--- src/rtl/vga_timing_if.sv ---
// Pixel-side signal bundle for vga_timing: enable in, counters, strobes and sync pins out.
interface vga_timing_if;
    logic       en;
    logic [9:0] pixel_x;
    logic [9:0] pixel_y;
    logic       visible;
    logic       line_start;
    logic       frame_start;
    logic [7:0] frame_count;
    logic       hsync;
    logic       vsync;
    logic       blank;

    // Timing generator side
    modport master (
        input  en,
        output pixel_x, pixel_y, visible, line_start, frame_start, frame_count,
        output hsync, vsync, blank
    );

    // Consumer side (video pipeline / bench)
    modport slave (
        output en,
        input  pixel_x, pixel_y, visible, line_start, frame_start, frame_count,
        input  hsync, vsync, blank
    );
endinterface

--- src/rtl/vga_timing.sv ---
// VGA raster timing generator: pixel/line counters, strobes, frame counter and
// sync/blank pins with a configurable pixel-pipeline delay.
module vga_timing #(
    parameter int unsigned VGA_WIDTH       = 640,
    parameter int unsigned VGA_HEIGHT      = 480,
    parameter int unsigned H_FRONT_PORCH   = 16,
    parameter int unsigned H_SYNC_PULSE    = 96,
    parameter int unsigned H_BACK_PORCH    = 48,
    parameter int unsigned V_FRONT_PORCH   = 10,
    parameter int unsigned V_SYNC_PULSE    = 2,
    parameter int unsigned V_BACK_PORCH    = 33,
    parameter bit          SYNC_ACTIVE_LOW = 1'b1,
    parameter int unsigned SYNC_DELAY      = 1
) (
    input  logic         clk,
    input  logic         rst,
    vga_timing_if.master bus
);

    localparam int unsigned H_TOTAL = VGA_WIDTH + H_FRONT_PORCH + H_SYNC_PULSE + H_BACK_PORCH;
    localparam int unsigned V_TOTAL = VGA_HEIGHT + V_FRONT_PORCH + V_SYNC_PULSE + V_BACK_PORCH;

    localparam logic [9:0] H_MAX    = 10'(H_TOTAL - 1);
    localparam logic [9:0] V_MAX    = 10'(V_TOTAL - 1);
    localparam logic [9:0] H_ACT    = 10'(VGA_WIDTH);
    localparam logic [9:0] V_ACT    = 10'(VGA_HEIGHT);
    localparam logic [9:0] HS_FIRST = 10'(VGA_WIDTH + H_FRONT_PORCH);
    localparam logic [9:0] HS_LAST  = 10'(VGA_WIDTH + H_FRONT_PORCH + H_SYNC_PULSE - 1);
    localparam logic [9:0] VS_FIRST = 10'(VGA_HEIGHT + V_FRONT_PORCH);
    localparam logic [9:0] VS_LAST  = 10'(VGA_HEIGHT + V_FRONT_PORCH + V_SYNC_PULSE - 1);

    // Idle pin levels, packed as {blank, vsync, hsync}
    localparam logic [2:0] PINS_IDLE = {1'b1, SYNC_ACTIVE_LOW, SYNC_ACTIVE_LOW};

    logic [9:0] r_x;
    logic [9:0] r_y;
    logic [7:0] r_fc;
    logic       w_x_wrap;
    logic       w_y_wrap;
    logic       w_visible;
    logic       w_hs_act;
    logic       w_vs_act;
    logic [2:0] w_pins_raw;
    logic [2:0] w_pins_out;

    assign w_x_wrap = (r_x == H_MAX);
    assign w_y_wrap = (r_y == V_MAX);

    // Raster counters and completed-frame counter; wrap before exceeding totals
    always_ff @(posedge clk or posedge rst) begin
        if (rst) begin
            r_x  <= '0;
            r_y  <= '0;
            r_fc <= '0;
        end else if (bus.en) begin
            r_x <= w_x_wrap ? 10'd0 : r_x + 10'd1;
            if (w_x_wrap) begin
                r_y <= w_y_wrap ? 10'd0 : r_y + 10'd1;
                if (w_y_wrap) begin
                    r_fc <= r_fc + 8'd1;
                end
            end
        end
    end

    assign w_visible  = (r_x < H_ACT) && (r_y < V_ACT);
    assign w_hs_act   = (r_x >= HS_FIRST) && (r_x <= HS_LAST);
    assign w_vs_act   = (r_y >= VS_FIRST) && (r_y <= VS_LAST);
    assign w_pins_raw = {~w_visible, w_vs_act ^ SYNC_ACTIVE_LOW, w_hs_act ^ SYNC_ACTIVE_LOW};

    generate
        if (SYNC_DELAY == 0) begin : g_no_delay
            assign w_pins_out = w_pins_raw;
        end else begin : g_delay
            logic [2:0] r_pipe [SYNC_DELAY];

            // Pin delay line; advances only on enabled pixels so it tracks the counters
            always_ff @(posedge clk or posedge rst) begin
                if (rst) begin
                    for (int i = 0; i < int'(SYNC_DELAY); i++) begin
                        r_pipe[i] <= PINS_IDLE;
                    end
                end else if (bus.en) begin
                    r_pipe[0] <= w_pins_raw;
                    for (int i = 1; i < int'(SYNC_DELAY); i++) begin
                        r_pipe[i] <= r_pipe[i-1];
                    end
                end
            end

            assign w_pins_out = r_pipe[SYNC_DELAY-1];
        end
    endgenerate

    assign bus.pixel_x     = r_x;
    assign bus.pixel_y     = r_y;
    assign bus.frame_count = r_fc;
    assign bus.visible     = w_visible;
    // Gated by en so a stalled first pixel strobes only once
    assign bus.line_start  = bus.en && (r_x == 10'd0);
    assign bus.frame_start = bus.en && (r_x == 10'd0) && (r_y == 10'd0);
    assign bus.hsync       = w_pins_out[0];
    assign bus.vsync       = w_pins_out[1];
    assign bus.blank       = w_pins_out[2];

endmodule

--- src/flat_wrapper.sv ---
// flat-port wrapper written by rule: the top's interface ports become plain ports
module vga_timing_flat 
#(
    parameter int unsigned VGA_WIDTH       = 640,
    parameter int unsigned VGA_HEIGHT      = 480,
    parameter int unsigned H_FRONT_PORCH   = 16,
    parameter int unsigned H_SYNC_PULSE    = 96,
    parameter int unsigned H_BACK_PORCH    = 48,
    parameter int unsigned V_FRONT_PORCH   = 10,
    parameter int unsigned V_SYNC_PULSE    = 2,
    parameter int unsigned V_BACK_PORCH    = 33,
    parameter bit          SYNC_ACTIVE_LOW = 1'b1,
    parameter int unsigned SYNC_DELAY      = 1
)
  (clk, rst, bus_en, bus_pixel_x, bus_pixel_y, bus_visible, bus_line_start, bus_frame_start, bus_frame_count, bus_hsync, bus_vsync, bus_blank);
  vga_timing_if bus_i ();
  input  logic clk;
  input  logic rst;
  input wire logic [$bits(bus_i.en)-1:0] bus_en;
  output wire logic [$bits(bus_i.pixel_x)-1:0] bus_pixel_x;
  output wire logic [$bits(bus_i.pixel_y)-1:0] bus_pixel_y;
  output wire logic [$bits(bus_i.visible)-1:0] bus_visible;
  output wire logic [$bits(bus_i.line_start)-1:0] bus_line_start;
  output wire logic [$bits(bus_i.frame_start)-1:0] bus_frame_start;
  output wire logic [$bits(bus_i.frame_count)-1:0] bus_frame_count;
  output wire logic [$bits(bus_i.hsync)-1:0] bus_hsync;
  output wire logic [$bits(bus_i.vsync)-1:0] bus_vsync;
  output wire logic [$bits(bus_i.blank)-1:0] bus_blank;
  assign bus_i.en = bus_en;
  assign bus_pixel_x = bus_i.pixel_x;
  assign bus_pixel_y = bus_i.pixel_y;
  assign bus_visible = bus_i.visible;
  assign bus_line_start = bus_i.line_start;
  assign bus_frame_start = bus_i.frame_start;
  assign bus_frame_count = bus_i.frame_count;
  assign bus_hsync = bus_i.hsync;
  assign bus_vsync = bus_i.vsync;
  assign bus_blank = bus_i.blank;
  vga_timing #(.VGA_WIDTH(VGA_WIDTH), .VGA_HEIGHT(VGA_HEIGHT), .H_FRONT_PORCH(H_FRONT_PORCH), .H_SYNC_PULSE(H_SYNC_PULSE), .H_BACK_PORCH(H_BACK_PORCH), .V_FRONT_PORCH(V_FRONT_PORCH), .V_SYNC_PULSE(V_SYNC_PULSE), .V_BACK_PORCH(V_BACK_PORCH), .SYNC_ACTIVE_LOW(SYNC_ACTIVE_LOW), .SYNC_DELAY(SYNC_DELAY)) u_core (.clk(clk), .rst(rst), .bus(bus_i));
endmodule
--- config.mk ---
export PLATFORM = sky130hd
export DESIGN_NAME = vga_timing_flat
export DESIGN_NICKNAME = d
export VERILOG_FILES = /design/src/rtl/vga_timing_if.sv /design/src/rtl/vga_timing.sv /design/src/flat_wrapper.sv
export SDC_FILE = /design/constraint.sdc
export NUM_CORES = 1
export LEC_CHECK = 0
export ABC_AREA = 1
export CORE_MARGIN = 4
export CORE_UTILIZATION = 50
export CTS_CLUSTER_DIAMETER = 120
export CTS_CLUSTER_SIZE = 12
export DETAILED_ROUTE_END_ITERATION = 6
export PLACE_DENSITY = 0.81
export SYNTH_ARGS = -nofsm -noshare
export SYNTH_HDL_FRONTEND = slang
export SYNTH_SLANG_ARGS = --single-unit
--- constraint.sdc ---
create_clock -name clk -period 1.6 [get_ports clk]
set_input_delay 0.16 -clock clk [delete_from_list [all_inputs] [get_ports clk]]
set_output_delay 0.16 -clock clk [all_outputs]
set_load 0.1 [all_outputs]
# == Word-level counts from Yosys, hierarchy flattened ==
# Cells that the tools add are included.
# W data, S select, Z words.
# op_classes
add_sub_neg,3
reduce_logical,9
order_cmp,6
n_eq_ne,2
bitwise,3
n_mux,2
# op_table
op,n
$add A10 B1 Y10 const B,2
$eq A10 B10 Y1 const B,2
$logic_not A10 Y1,2
$mux W10,2
$ge A10 B10 Y1 const B,1
$ge A10 B9 Y1 const B,1
$le A10 B10 Y1 const B,1
$le A10 B9 Y1 const B,1
$lt A10 B10 Y1 const B,1
$lt A10 B9 Y1 const B,1
$add A8 B1 Y8 const B,1
$logic_and A1 B1 Y1,5
$not A1 Y1,3
$reduce_and A3 Y1,1
$reduce_and A2 Y1,1
# word_totals
out_inout_bits,34
register_bits,31
word_cells,29

# == Depth between registers and ports, before layout ==
# depth
word_depth,3
ltp_mapped,8
ltp_nobuf,8

# == Worst setup path after synthesis ==
# OpenSTA, ideal clock, no wires.
# synth_path
path_type,reg2out
startpoint,reg u_core.r_y[0] (netlist: u_core.bus.pixel_y[0])
endpoint,out bus_frame_start
path_buffers,0
setup_slack_ns,-2.763
t_arrival_ns,4.203
stages_incl_launch_ff,5
required_time_ns,1.440
cell_sequence,dfrtp_1 > inv_1 > ha_1 > nand4_1 > nor4_1
# synth_via
elab_chain_cells,2
# synth_lines
item,line_no,text
from (decl),vga_timing.sv:36,logic [9:0] r_y;
from (signal assigned),vga_timing.sv:58,r_y <= w_y_wrap ? 10'd0 : r_y + 10'd1;
$logic_not A10 Y1,vga_timing.sv:101,assign bus.frame_start = bus.en && (r_x == 10'd0) && (r_y == 10'd0);
$logic_and A1 B1 Y1,vga_timing.sv:101,
to (decl),flat_wrapper.sv:24,output wire logic [$bits(bus_i.frame_start)-1:0] bus_frame_start;
# No other way between the ends.

# == Worst setup path in the final report ==
# layout_path
startpoint,reg u_core.r_y[1] (netlist: u_core.bus.pixel_y[1])
endpoint,out bus_frame_start
# Same word-level chain as after synthesis.

==> results.sh <==
export IMPL_placed_area_sq_um=2930
export IMPL_grt_util_met3_pct=9.50
export IMPL_num_rows=22
export IMPL_vdd_drop_max_uv=1530
export IMPL_cp_depth=5
export IMPL_final_design_area_no_fill_sq_um=3390
export IMPL_worstPathRequired_ns=1.44
export IMPL_drc=0
export IMPL_tightestPinTransition_ns=0.449
export IMPL_grt_pass1_wl_mm=12.6
export IMPL_cts_made_buffers=5
export IMPL_synth_area_leader_cell="dfrtp_1"
export IMPL_setup_slack_ns=-0.328
export IMPL_crit_chain="inv_1 -> ha_4 -> nand4_1 -> nor4_4 -> buf_12"
export IMPL_pre_cts_slack_ns=-0.138
export IMPL_period_needed_ns=1.93
export IMPL_ys_seq_area_share_pct=40.5
export IMPL_finalCritPeriodShare_pct=121
export IMPL_crit_family="simple AND/OR/NAND/NOR gates"
export IMPL_die_height_um=70.1
export IMPL_cts_tree="done"
export IMPL_fmax_mhz=519
export IMPL_yosysTopAreaCellShare_pct=36.4
export IMPL_synth_nets=270
export IMPL_insertion_delay_ns=0.31
export IMPL_leakagePower_uw=0.00155
export IMPL_hold_path_class="in2async"
export IMPL_maxCapViolCount=0
export IMPL_num_io_pins=37
export IMPL_whs_ns=0.257
export IMPL_maxSlewHeadroom_pct=70.0
export IMPL_core_area_sq_um=3690
export IMPL_first_global_vias=2481
export IMPL_drv_slew=0
export IMPL_p_per_area_nw_per_um2=885
export IMPL_fin_cells=393
export IMPL_dpl_hpwl_mm=4.38
export IMPL_post_synth_top_count_cell="nand2_1"
export IMPL_rsz0062_at_grt="yes"
export IMPL_htree_levels=2
export IMPL_start_kind="register"
export IMPL_ys_types=31
export IMPL_area_growth_pct=76.0
export IMPL_first_pass_iters=6
export IMPL_dp_cells=364
export IMPL_layout_drive_gt1_share_pct=47.5
export IMPL_postRouteAntennaNets=0
export IMPL_synth_edf_count=0
export IMPL_ys_warn_count=0
export IMPL_dieWidth_um=70.1
export IMPL_path_max_fanout=3
export IMPL_grt_busiest_layer="met2"
export IMPL_vias_per_cell=6.59
export IMPL_finClkSkew_ns=0.0135
export IMPL_violations="negative setup slack"
export IMPL_tns_ns=-2.83
export IMPL_routed_wl_mm=9.27
export IMPL_port_buffers=36
export IMPL_grt_use_total_pct=33.0
export IMPL_netlist_instances=261
export IMPL_clk_pin_slew_worst_paths_ns=0.07
export IMPL_die_area_sq_um=4910
export IMPL_grt_max_degree=32
export IMPL_synth_avg_cell_area_sq_um=7.38
export IMPL_synth_commonest_cells="nand2_1, inv_1, nor2_1"
export IMPL_overflow=0
export IMPL_syn_area_sq_um=1930
export IMPL_ys_ff_latch=31
export IMPL_clock_sinks=31
export IMPL_crit_type="reg2out"
export IMPL_dr_first_iter_drc_count=496
export IMPL_status="complete, but fails checks"
export IMPL_cp_arrival_ns=1.77
export IMPL_vias=2590
export IMPL_final_hold_violation_count=0
export IMPL_setup_viol=26
export IMPL_reg2reg_depth=9
export IMPL_clockRootBuffer="clkbuf_8"
export IMPL_synth_top_flop_cell="dfrtp_1"
export IMPL_initial_core_util_pct=52.2
export IMPL_cp_end_kind="primary output"
export IMPL_ctsHoldBuffers=0
export IMPL_yosys_top_cells_area="dfrtp_1, nand2_1, nand3_1"
export IMPL_met2_usage_pct=54.6
export IMPL_nets=353
export IMPL_antenna_found_initial=0
export IMPL_use_met1_pct=37.0
export IMPL_synthArstFlopShare_pct=100
export IMPL_crit_path_top_delay_cell="dfrtp_2"
export IMPL_place_gp_congestion=0.866
export IMPL_max_stage_delay_ns=0.41
export IMPL_diodes=0
export IMPL_wl_per_cell_um=23.6
export IMPL_cts_path_max_buffers=2
export IMPL_crit_buf_inv=2
where the power goes:
| part | switching, uW | internal (uW) |
|---|---|---|
| sequential | 126 | 874 |
| clock | 348 | 306 |
| combinational | 870 | 477 |
| total | 1340 | 1660 |
worst register-to-register path: stages, from the launching register on:
cell,delay (ns)
dfrtp_4,0.46
buf_6,0.11
ha_4,0.14
inv_2,0.05
nor2_4,0.19
nand4_1,0.30
nand2_1,0.20
nand2_1,0.07
nand2_1,0.08
inv_1,0.05
stage by stage:
step	utilization [%]	power, uW
2_1_floorplan	-	1690
3_3_place_gp	79.5	2130
3_5_place_dp	79.5	2160
4_1_cts	86.3	2830
5_1_grt	91.9	3060
6_report	91.9	3000
layout by cell type, fill, tap and decap left out, drive strengths merged:
master	count
buf	76
nand3	30
nand2	69
o21bai	1
nand3b	3
clkdlybuf4s50	2
dfrtp	28
a21oi	1
a31oi	1
clkinv	2
ha	6
xnor2	2
a41oi	1
clkinvlp	1
nor3	7
clkbuf	7
or2	1
xor2	6
inv	35
o21ai	19
nand4	9
nor2	34
dfstp	3
nor4	1
worst paths after layout:
path	startpoint	end	slack, ns
min in group clk	u_core.g_delay.r_pipe[2]	u_core.g_delay.r_pipe[2]	0.50
max in group asynchronous	rst	u_core.bus.pixel_x[0]	1.00
worst max-delay path	u_core.bus.pixel_y[1]	bus_frame_start	-0.33
worst min-delay path	rst	u_core.bus.frame_count[6]	0.26
worst min register to register	u_core.g_delay.r_pipe[2]	u_core.g_delay.r_pipe[2]	0.50
worst max register to register	u_core.bus.pixel_x[1]	u_core.bus.pixel_x[9]	-0.17
registers in the layout, summed over array words and instances, names as in the netlist:
signal                  cells
u_core.bus.pixel_y         10
u_core.bus.pixel_x         10
u_core.g_delay.r_pipe       3
u_core.bus.frame_count      8
layer usage:
layer	share of wire (%)	vias up	routed length, um
met1	35	1208	3240
met5	0	-	0
met4	6.9	0	644
met3	11	83	1040
li1	-	1008	-
met2	47	291	4340
what timing repair did:
item                                    in CTS  in global routing
cloned                                       0                  0
pin swaps                                   13                 16
endpoints found under the setup margin       6                 26
setup buffers                               11                 12
gates resized for setup                     22                 43
cell type report:
cell class | count | area (sq um)
Inverter | 37 | 161
Clock inverter | 1 | 5.00
Tap cell | 48 | 60.1
Fill cell | 132 | 298
Sequential cell | 31 | 835
Clock buffer | 7 | 76.3
Multi-Input combinational cell | 191 | 1200
Timing Repair Buffer | 78 | 1050
cells by family (layout without fill, tap and decap cells):
family,after synthesis,after routing,share of synthesized area [%]
compound gates,23,23,6.56
xor+xnor,8,8,3.64
fa+ha+maj,6,6,3.90
buf+inv,39,123,8.12
flops,31,31,40.5
simple gates,154,154,37.3
(Power assumes the default switching activity.)
